`src/rtl/mux_8_1_scanner_if.sv`:
```
// mux_8_1_scanner_if: scan-controller bus (mux select/sample, result handshake)
interface mux_8_1_scanner_if;
  logic       start;
  logic       abort;
  logic       dalja;
  logic       data_ready;
  logic [2:0] seleksioni;
  logic       busy;
  logic [7:0] data_out;
  logic       data_valid;
  logic       parity;
  modport master (
    output start, abort, dalja, data_ready,
    input  seleksioni, busy, data_out, data_valid, parity
  );
  modport slave (
    input  start, abort, dalja, data_ready,
    output seleksioni, busy, data_out, data_valid, parity
  );
endinterface

```
`src/rtl/mux_8_1_scanner.sv`:
```
// mux_8_1_scanner: steps the mux_8_1 select, samples dalja and assembles a byte with parity
module mux_8_1_scanner #(
  parameter bit SCAN_DOWN = 1'b0
) (
  input logic               clk,
  input logic               reset,
  mux_8_1_scanner_if.slave  bus
);
  typedef enum logic [1:0] {IDLE, SCAN, VALID} state_t;
  localparam logic [2:0] FIRST = SCAN_DOWN ? 3'd7 : 3'd0;
  localparam logic [2:0] LAST = SCAN_DOWN ? 3'd0 : 3'd7;
  state_t     state_q, state_d;
  logic [2:0] idx_q, idx_d;
  logic [7:0] shadow_q, shadow_d;
  logic [7:0] data_q, data_d;
  logic       parity_q, parity_d;
  logic [7:0] sampled;
  always_comb begin
    sampled = shadow_q;
    sampled[idx_q] = bus.dalja;
  end
  // partial samples live in shadow_q so an abort leaves the published byte untouched
  always_comb begin
    state_d = state_q;
    idx_d = idx_q;
    shadow_d = shadow_q;
    data_d = data_q;
    parity_d = parity_q;
    case (state_q)
      IDLE: state_d = bus.start ? SCAN : IDLE;
      SCAN: begin
        if (bus.abort) begin
          state_d = IDLE;
          idx_d = FIRST;
        end else begin
          shadow_d = sampled;
          idx_d = SCAN_DOWN ? idx_q - 3'd1 : idx_q + 3'd1;
          if (idx_q == LAST) begin
            state_d = VALID;
            idx_d = FIRST;
            data_d = sampled;
            parity_d = ^sampled;
          end
        end
      end
      VALID: state_d = bus.data_ready ? (bus.start ? SCAN : IDLE) : VALID;
      default: state_d = IDLE;
    endcase
  end
  always_ff @(posedge clk) begin
    if (reset) begin
      state_q <= IDLE;
      idx_q <= FIRST;
      shadow_q <= '0;
      data_q <= '0;
      parity_q <= 1'b0;
    end else begin
      state_q <= state_d;
      idx_q <= idx_d;
      shadow_q <= shadow_d;
      data_q <= data_d;
      parity_q <= parity_d;
    end
  end
  assign bus.seleksioni = idx_q;
  assign bus.busy = state_q == SCAN;
  assign bus.data_valid = state_q == VALID;
  assign bus.data_out = data_q;
  assign bus.parity = parity_q;
endmodule

```
`src/flat_wrapper.sv`:
```
// flat-port wrapper written by rule: the top's interface ports become plain ports
module mux_8_1_scanner_flat 
#(
  parameter bit SCAN_DOWN = 1'b0
)
  (clk, reset, bus_start, bus_abort, bus_dalja, bus_data_ready, bus_seleksioni, bus_busy, bus_data_out, bus_data_valid, bus_parity);
  mux_8_1_scanner_if bus_i ();
  input logic clk;
  input logic reset;
  input wire logic [$bits(bus_i.start)-1:0] bus_start;
  input wire logic [$bits(bus_i.abort)-1:0] bus_abort;
  input wire logic [$bits(bus_i.dalja)-1:0] bus_dalja;
  input wire logic [$bits(bus_i.data_ready)-1:0] bus_data_ready;
  output wire logic [$bits(bus_i.seleksioni)-1:0] bus_seleksioni;
  output wire logic [$bits(bus_i.busy)-1:0] bus_busy;
  output wire logic [$bits(bus_i.data_out)-1:0] bus_data_out;
  output wire logic [$bits(bus_i.data_valid)-1:0] bus_data_valid;
  output wire logic [$bits(bus_i.parity)-1:0] bus_parity;
  assign bus_i.start = bus_start;
  assign bus_i.abort = bus_abort;
  assign bus_i.dalja = bus_dalja;
  assign bus_i.data_ready = bus_data_ready;
  assign bus_seleksioni = bus_i.seleksioni;
  assign bus_busy = bus_i.busy;
  assign bus_data_out = bus_i.data_out;
  assign bus_data_valid = bus_i.data_valid;
  assign bus_parity = bus_i.parity;
  mux_8_1_scanner #(.SCAN_DOWN(SCAN_DOWN)) u_core (.clk(clk), .reset(reset), .bus(bus_i));
endmodule
```
`config.mk`:
```
export PLATFORM = sky130hd
export DESIGN_NAME = mux_8_1_scanner_flat
export DESIGN_NICKNAME = d
export VERILOG_FILES = /design/src/rtl/mux_8_1_scanner_if.sv /design/src/rtl/mux_8_1_scanner.sv /design/src/flat_wrapper.sv
export SDC_FILE = /design/constraint.sdc
export NUM_CORES = 1
export LEC_CHECK = 0
export ABC_AREA = 1
export CORE_UTILIZATION = 57
export DETAILED_ROUTE_END_ITERATION = 12
export PLACE_DENSITY = 0.82
export SYNTH_ARGS = -nofsm -noshare
export SYNTH_HDL_FRONTEND = slang
export SYNTH_SLANG_ARGS = --single-unit
```
`constraint.sdc`:
```
create_clock -name clk -period 3.45 [get_ports clk]
set_input_delay 0.345 -clock clk [delete_from_list [all_inputs] [get_ports clk]]
set_output_delay 0.345 -clock clk [all_outputs]
set_load 0.1 [all_outputs]
```
Word-level counts from Yosys, hierarchy flattened
Cells that the tools add are included.
Operators by class
  add/subtract/negate cells: 1
  magnitude comparators: 2
  equal/unequal tests: 4
  multiplexer cells: 10
  bitwise operators: 1
  reduce and logical (&&, ||, !) cells: 5
Operators by type and width (count)
  8-bit bitwise mux: 1
  8-bit parity: 1
  2-bit 2-to-1 mux: 3
  3-bit 2-to-1 mux: 2
  2-bit case mux with 3 select lines: 1
  3-bit by 4-bit less-than comparator with 1-bit output, second input constant: 1
  3-bit by 1-bit adder with 3-bit output, second input constant: 1
  1-bit demux with 3-bit select: 1
  3-bit == test, second input constant: 1
  3-bit by 1-bit >= comparator with 1-bit output, second input constant: 1
  3-bit by 2-bit inequality test with 1-bit output, second input constant: 1
  3-bit AND reduction: 1
  2-bit by 1-bit == test with 1-bit output, second input constant: 1
  2-bit == test, second input constant: 1
  2-bit logical NOT: 1
  1-bit 2-to-1 mux: 2
  2-bit AND reduction: 1
  1-bit logical AND: 1
  1-bit inverter: 1
Storage, ports and cells
  register bits after elaboration: 22
  input port bits: 6

Logic depth before layout (Yosys ltp)
Gate-level depths: netlist of the first run.
  word-level depth: 6
  gate-level depth with buffers: 13
  mapped depth without buffers: 13

Least setup slack after synthesis of the first run
Ideal clock, no wire load.
  path kind: register to register
  start: register u_core.idx_q[1] (netlist: u_core.bus.seleksioni[1])
  end: register u_core.parity_q (netlist: u_core.bus.parity)
  arrival: 2.030 ns
  setup slack: 1.311 ns
  stages on the path, launching flop included: 9
  path through: dfxtp_1 -> ha_1 -> ha_1 -> inv_1 -> nor2_8 -> buf_12 -> nand3_1 -> nand2_1 -> inv_1
On the way
  cells in the longest elaborated chain, start to end: 6
  elaborated cells between the ends (all ways): 9
  those cells by class: order compare: 2; eq/ne: 1; mux: 3; reduce/logical: 3
Ends and longest elaborated chain
  start: declaration: line mux_8_1_scanner.sv:13  | logic [2:0] idx_q, idx_d;
  start signal: assignment: line mux_8_1_scanner.sv:59  | idx_q <= idx_d;
  3-bit by 4-bit less-than comparator with 1-bit output (implied by the code) / 3-bit by 1-bit >= comparator with 1-bit output (equally long branches): line mux_8_1_scanner.sv:20  | sampled[idx_q] = bus.dalja;
  1-bit logical AND (implied by the code): line mux_8_1_scanner.sv:20
  1-bit 2-to-1 mux (implied by the code): line mux_8_1_scanner.sv:20
  1-bit demux with 3-bit select
  8-bit bitwise mux: line mux_8_1_scanner.sv:20
  8-bit parity: line mux_8_1_scanner.sv:42  | parity_d = ^sampled;
  end signal: assignment: line mux_8_1_scanner.sv:62  | parity_q <= parity_d;
  end: declaration: line mux_8_1_scanner.sv:16  | logic parity_q, parity_d;
Several ways; a longest one is shown, not always the timed one.
A chain may end at the register's enable or synchronous reset.

Worst setup path in the final report of the first run
  start: register u_core.idx_q[1] (netlist: u_core.bus.seleksioni[1])
  end: output port bus_seleksioni[1]
RTL lines
  end: declaration: line flat_wrapper.sv:14  | output wire logic [$bits(bus_i.seleksioni)-1:0] bus_seleksioni;
No word-level cell between the ends.

==> results of run 1 <==
cell usage after synthesis, drive strengths merged:
master / instances
nor2: 8
ha: 2
inv: 30
o211ai: 1
buf: 7
nand3: 12
dfxtp: 22
a21oi: 21
nand4: 12
o21ai: 17
nand2: 68
clkbuf: 1
path summary, 6_finish.rpt:
check	start	end	slack (ps)	cells after the start
worst min register to register	u_core.bus.data_out[5]	u_core.bus.data_out[5]	560	2
worst max register to register	u_core.bus.seleksioni[1]	u_core.bus.parity	1640	8
worst min-delay path	u_core.bus.data_out[5]	u_core.bus.data_out[5]	560	2
worst max-delay path	u_core.bus.seleksioni[1]	bus_seleksioni[1]	840	1
sequential cells by signal, indices dropped and copies added, names as in the netlist:
| signal | flops |
|---|---|
| u_core.shadow_q | 8 |
| u_core.bus.seleksioni | 3 |
| u_core.bus.parity | 1 |
| u_core.state_q | 2 |
| u_core.bus.data_out | 8 |
layout make-up:
type | instances | area, µm² | share of cell area, %
clock buffers | 4 | 36.3 | 2.36
inverters | 30 | 113 | 7.33
multi-input cells | 141 | 722 | 47.0
flip-flops and latches | 22 | 440 | 28.7
well taps | 28 | 35.0 | 2.28
repair buffers | 19 | 190 | 12.4
layer usage:
layer | vias up | track usage [%] | part of all wire, %
li1 | 681 | - | -
met1 | 604 | 32.1 | 42
met2 | 35 | 47.1 | 51
met3 | 5 | 2.73 | 5.4
met4 | 0 | 10.6 | 1.5
met5 | - | 0 | 0
cell families (layout without fill, tap and decap cells):
group	after synthesis	count (layout)	synth area share, %
AND/OR/NAND/NOR	100	100	36.8
buffers and inverters	38	53	14.3
flip-flops	22	22	32.5
adder cells (fa/ha/maj)	2	2	1.84
AO/OA/AOI/OAI	39	39	14.6
where the power goes:
part           internal, mW  switching (mW)  leakage (nW)
Sequential            0.261         0.00688         0.178
Clock                0.0647          0.0842        0.0210
Combinational        0.0327          0.0682         0.540
Total                 0.358           0.159         0.740
stage by stage:
step / hold slack, ps / power [mW]
3_3_place_gp: 520 / 0.369
4_1_cts: 560 / 0.516
6_report: 556 / 0.518
3_5_place_dp: 534 / 0.374
5_1_grt: 589 / 0.540
2_1_floorplan: 501 / 0.353
==> metrics.txt, run 1 <==
outcome=complete, no violations; crit-path max FO=17; drt via density=5.43; Initial DRT Pass Iterations=4; Post-CTS Resized=0; Max Slew Vio Count=0; DRC=0; Final Non-Filler Cells=244; count of cell types in the netlist=22; num rows=17; I/O Buffers=19; Die ar.=0.00258 mm²; DRT iter0 DRCs=54; Post-Place Setup Slack=1200 ps; critical path capture point type=output pin; Synth area leaders=dfxtp_1 32%, nand2_1 14%, a21oi_1 7.7%; Hold Buf Count CTS=0; buffers and inverters on the worst path=1; first-pass GRT wire length=5.19 mm; PD cells=337 mW/mm²; placed cell areas=0.00150 mm²; most common cell after layout, fill and taps aside=nand2_1; placed cell count=240; Setup Skew=6.03 ps; Max Buffers Root-to-Sink=2; min Tclk post-route=2610 ps; I/O pin count=20; Cells after Synth=201; Worst Setup Slack, final=840 ps; Yosys warnings=0; Tcrit/Tclk final=75.6%; antenna violations before repair=0; dpl hpwl=2.13 mm; Starting Density=60.7%; Min-Delay Path Class=flip-flop to flip-flop; mean post-synth cell area=6.75 µm²; cts bufs inserted=3; Inserted Diodes=0; final core utilization=68.8%; Clock Pin Slew Worst Setup and Hold Paths=130 ps; Largest stage delay, worst path=1240 ps; Crit Path Class=flip-flop to output pin; Layout area overhead=13.3%; Via Count=1325; slowest CP cell=clkdlybuf4s50_1; Worst Path Required=3110 ps; post-route setup TNS=0 ps; clk_lat worst skew=320 ps; htree depth=1; Worst-Margin Slew=977 ps; Mapped Area=0.00136 mm²; commonest non-fill, non-tap cells in the layout=52 x nand2_1, 22 x dfxtp_1, 21 x inv_1, 21 x a21oi_1, 19 x clkdlybuf4s50_1; maxcap violations=0; CP cell instances=clkdlybuf4s50_1; total global-route track usage=26.5%; CTS tree=done; final antenna-violating net count=0; final instance area=0.00154 mm²; share of cells above drive strength 1=15.7%; area leader, netlist=dfxtp_1; pin count of the biggest net entering global routing=20; Synth Net Count=209; RSZ-0062 raised after global routing=false; register area share after synthesis=32.5%; setup bufs post-CTS=0; Final Hold Fails=0; total wire length=2.96 mm; Core Area=0.00223 mm²; fin nets=225; crit path DAT=2260 ps; post-synthesis register bit count=22; DR WL/cell=12.1 µm; layout filler cell count=195; type of origin of the critical path=flip-flop; Die Wd=50.8 µm; Remaining Overflow, GRT=0; Die Y-Extent=50.8 µm; Max Freq=383 MHz; number of setup violations in the final report=0; Peak VDD IR=0.000258 V; CP top delay family=buffers and inverters; leak pwr=0.740 nW; post-synth top area share=32.5%; vias in the first global route=1238; Max-slew headroom=34.7%; CTS sink cnt=22; RD Place Congestion=0.845; clock root buffer=clkbuf_4
Note: power is estimated with default switching activity, not from simulation.
==> inputs of run 2 (changes only) <==
Settings changed: CORE_UTILIZATION 57 to 48, PLACE_DENSITY 0.82 to 0.74.
Clock period 3.45 ns to 2.39 ns, I/O delays scaled along.
==> metrics.txt, run 2 (synthesized netlist as in run 1, its figures left out) <==
Inserted Diodes=0 (unchanged); Hold Buf Count CTS=0 (unchanged); post-route setup TNS=0 ps (unchanged); Core Area=0.00257 mm² (+15%); worst-case reg-to-reg path depth=13 (+5); final antenna-violating net count=0 (unchanged); Final Non-Filler Cells=248 (+1.6%); Die ar.=0.00304 mm² (+18%); Max Freq=555 MHz; I/O pin count=20 (unchanged); crit-path max FO=15 (-2); num rows=18 (+1); type of origin of the critical path=flip-flop; Tcrit/Tclk final=75.4%; Remaining Overflow, GRT=0 (unchanged); Crit Path Class=flip-flop to flip-flop; Die Y-Extent=55.2 µm (+8.6%); Via Count=1319 (-0.45%); total wire length=2.89 mm (-2.2%); first-pass GRT wire length=4.80 mm (-7.6%); number of setup violations in the final report=0 (unchanged); vias in the first global route=1155 (-6.7%); htree depth=1 (unchanged); critical path capture point type=flip-flop; Initial DRT Pass Iterations=4 (unchanged); Worst Path Required=2610 ps (-500 ps); min Tclk post-route=1800 ps; R2R Setup Slk=590 ps (-1050 ps); Die Wd=55.2 µm (+8.6%); CTS tree=done; Min-Delay Path Class=input pin to flip-flop; Setup Skew=8.71 ps (+2.67 ps); dpl hpwl=2.17 mm (+1.9%); commonest non-fill, non-tap cells in the layout=52 x nand2_1, 22 x dfxtp_1, 21 x inv_1, 21 x a21oi_1, 17 x o21ai_0; PD cells=534 mW/mm² (+59%); share of cells above drive strength 1=22.9% (+7.2 points); clk_lat worst skew=310 ps (about the same); drt via density=5.32 (-2.1%); DRT iter0 DRCs=14 (-74%); Layout area overhead=13.2% (about the same); pin count of the biggest net entering global routing=20 (unchanged); most frequent CP cell=nand2_1; total global-route track usage=22.2% (-4.3 points); slowest CP cell=dfxtp_1; setup bufs post-CTS=0 (unchanged); antenna violations before repair=0 (unchanged); CP cell instances=inv_2 -> nand3_1 -> nand2_1 -> nand2_2 -> nand2_2 -> nand2_4 -> inv_2 -> nand2_1 -> nand2_1 -> nand2_1 -> nand3_1 -> nand2_1 -> inv_1; DR WL/cell=11.7 µm (-3.8%); leak pwr=0.785 nW (+6.1%); hold path depth=3 (+1); outcome=complete, no violations; Starting Density=52.8% (-7.9 points); most common cell after layout, fill and taps aside=nand2_1; Max Buffers Root-to-Sink=2 (unchanged); crit path DAT=2030 ps (-230 ps); Post-CTS Resized=0 (unchanged); placed cell count=244 (+1.7%); maxcap violations=0 (unchanged); Max Slew Vio Count=0 (unchanged); CTS sink cnt=22 (unchanged); DRC=0 (unchanged); Final Hold Fails=0 (unchanged); I/O Buffers=19 (unchanged); Peak VDD IR=0.000526 V (+100%); RSZ-0062 raised after global routing=false; Largest stage delay, worst path=670 ps (-570 ps); Worst-Margin Slew=577 ps (-400 ps); fin nets=227 (+0.89%); clock root buffer=clkbuf_4; cts bufs inserted=3 (unchanged); RD Place Congestion=0.866 (+2.5%); Max-slew headroom=61.5% (+27 points); Clock Pin Slew Worst Setup and Hold Paths=130 ps (about the same)
[run 2: cell count changes in the layout (fill, tap and decap cells not counted)]
cell / before / now
bufinv_16: 0 / 1
buf_4: 0 / 16
clkbuf_8: 1 / 0
clkdlybuf4s50_1: 19 / 5
[run 2: worst max-delay path: cells and delay by family, from the launching register on]
family	cells	cell delay, ps
buffers and inverters	3	300
flip-flops	1	670
AND/OR/NAND/NOR	10	740
[run 2: power breakdown]
part	internal, mW	switching (mW)
logic	0.0478	0.0989
clock network	0.170	0.118
registers	0.377	0.00922
[run 2: final timing paths]
path | endpoint | start
setup / recovery | u_core.bus.parity | u_core.bus.seleksioni[0]
hold / removal | u_core.state_q[0] | bus_start
setup reg to reg | u_core.bus.parity | u_core.bus.seleksioni[0]
hold reg to reg | u_core.bus.seleksioni[1] | u_core.bus.seleksioni[1]
[run 2: layout make-up]
class	instances	area, µm²
Sequential cell	22	440
Multi-Input combinational cell	141	722
Clock inverter	1	30.0
Fill cell	264	1030
Tap cell	30	37.5
Clock buffer	3	22.5
Inverter	30	113
Timing Repair Buffer	21	170
[run 2: layer usage]
layer | share of wire, % | global-route usage (%)
met1 | 42 | 25.0
met2 | 51 | 40.0
met3 | 4.9 | 6.56
met4 | 1.6 | 6.67
met5 | 0 | 0
[run 2: per-stage QoR]
step	setup WS (ps)	hold WS [ps]	utilization (%)	instance area (µm²)	power [mW]
floorplan	251	395	-	1360	0.510
global placement	589	491	57.7	1480	0.535
detailed placement	541	503	57.7	1480	0.541
CTS	583	504	59.8	1540	0.828
global route	333	501	59.8	1540	0.863
finish	587	508	59.8	1540	0.820
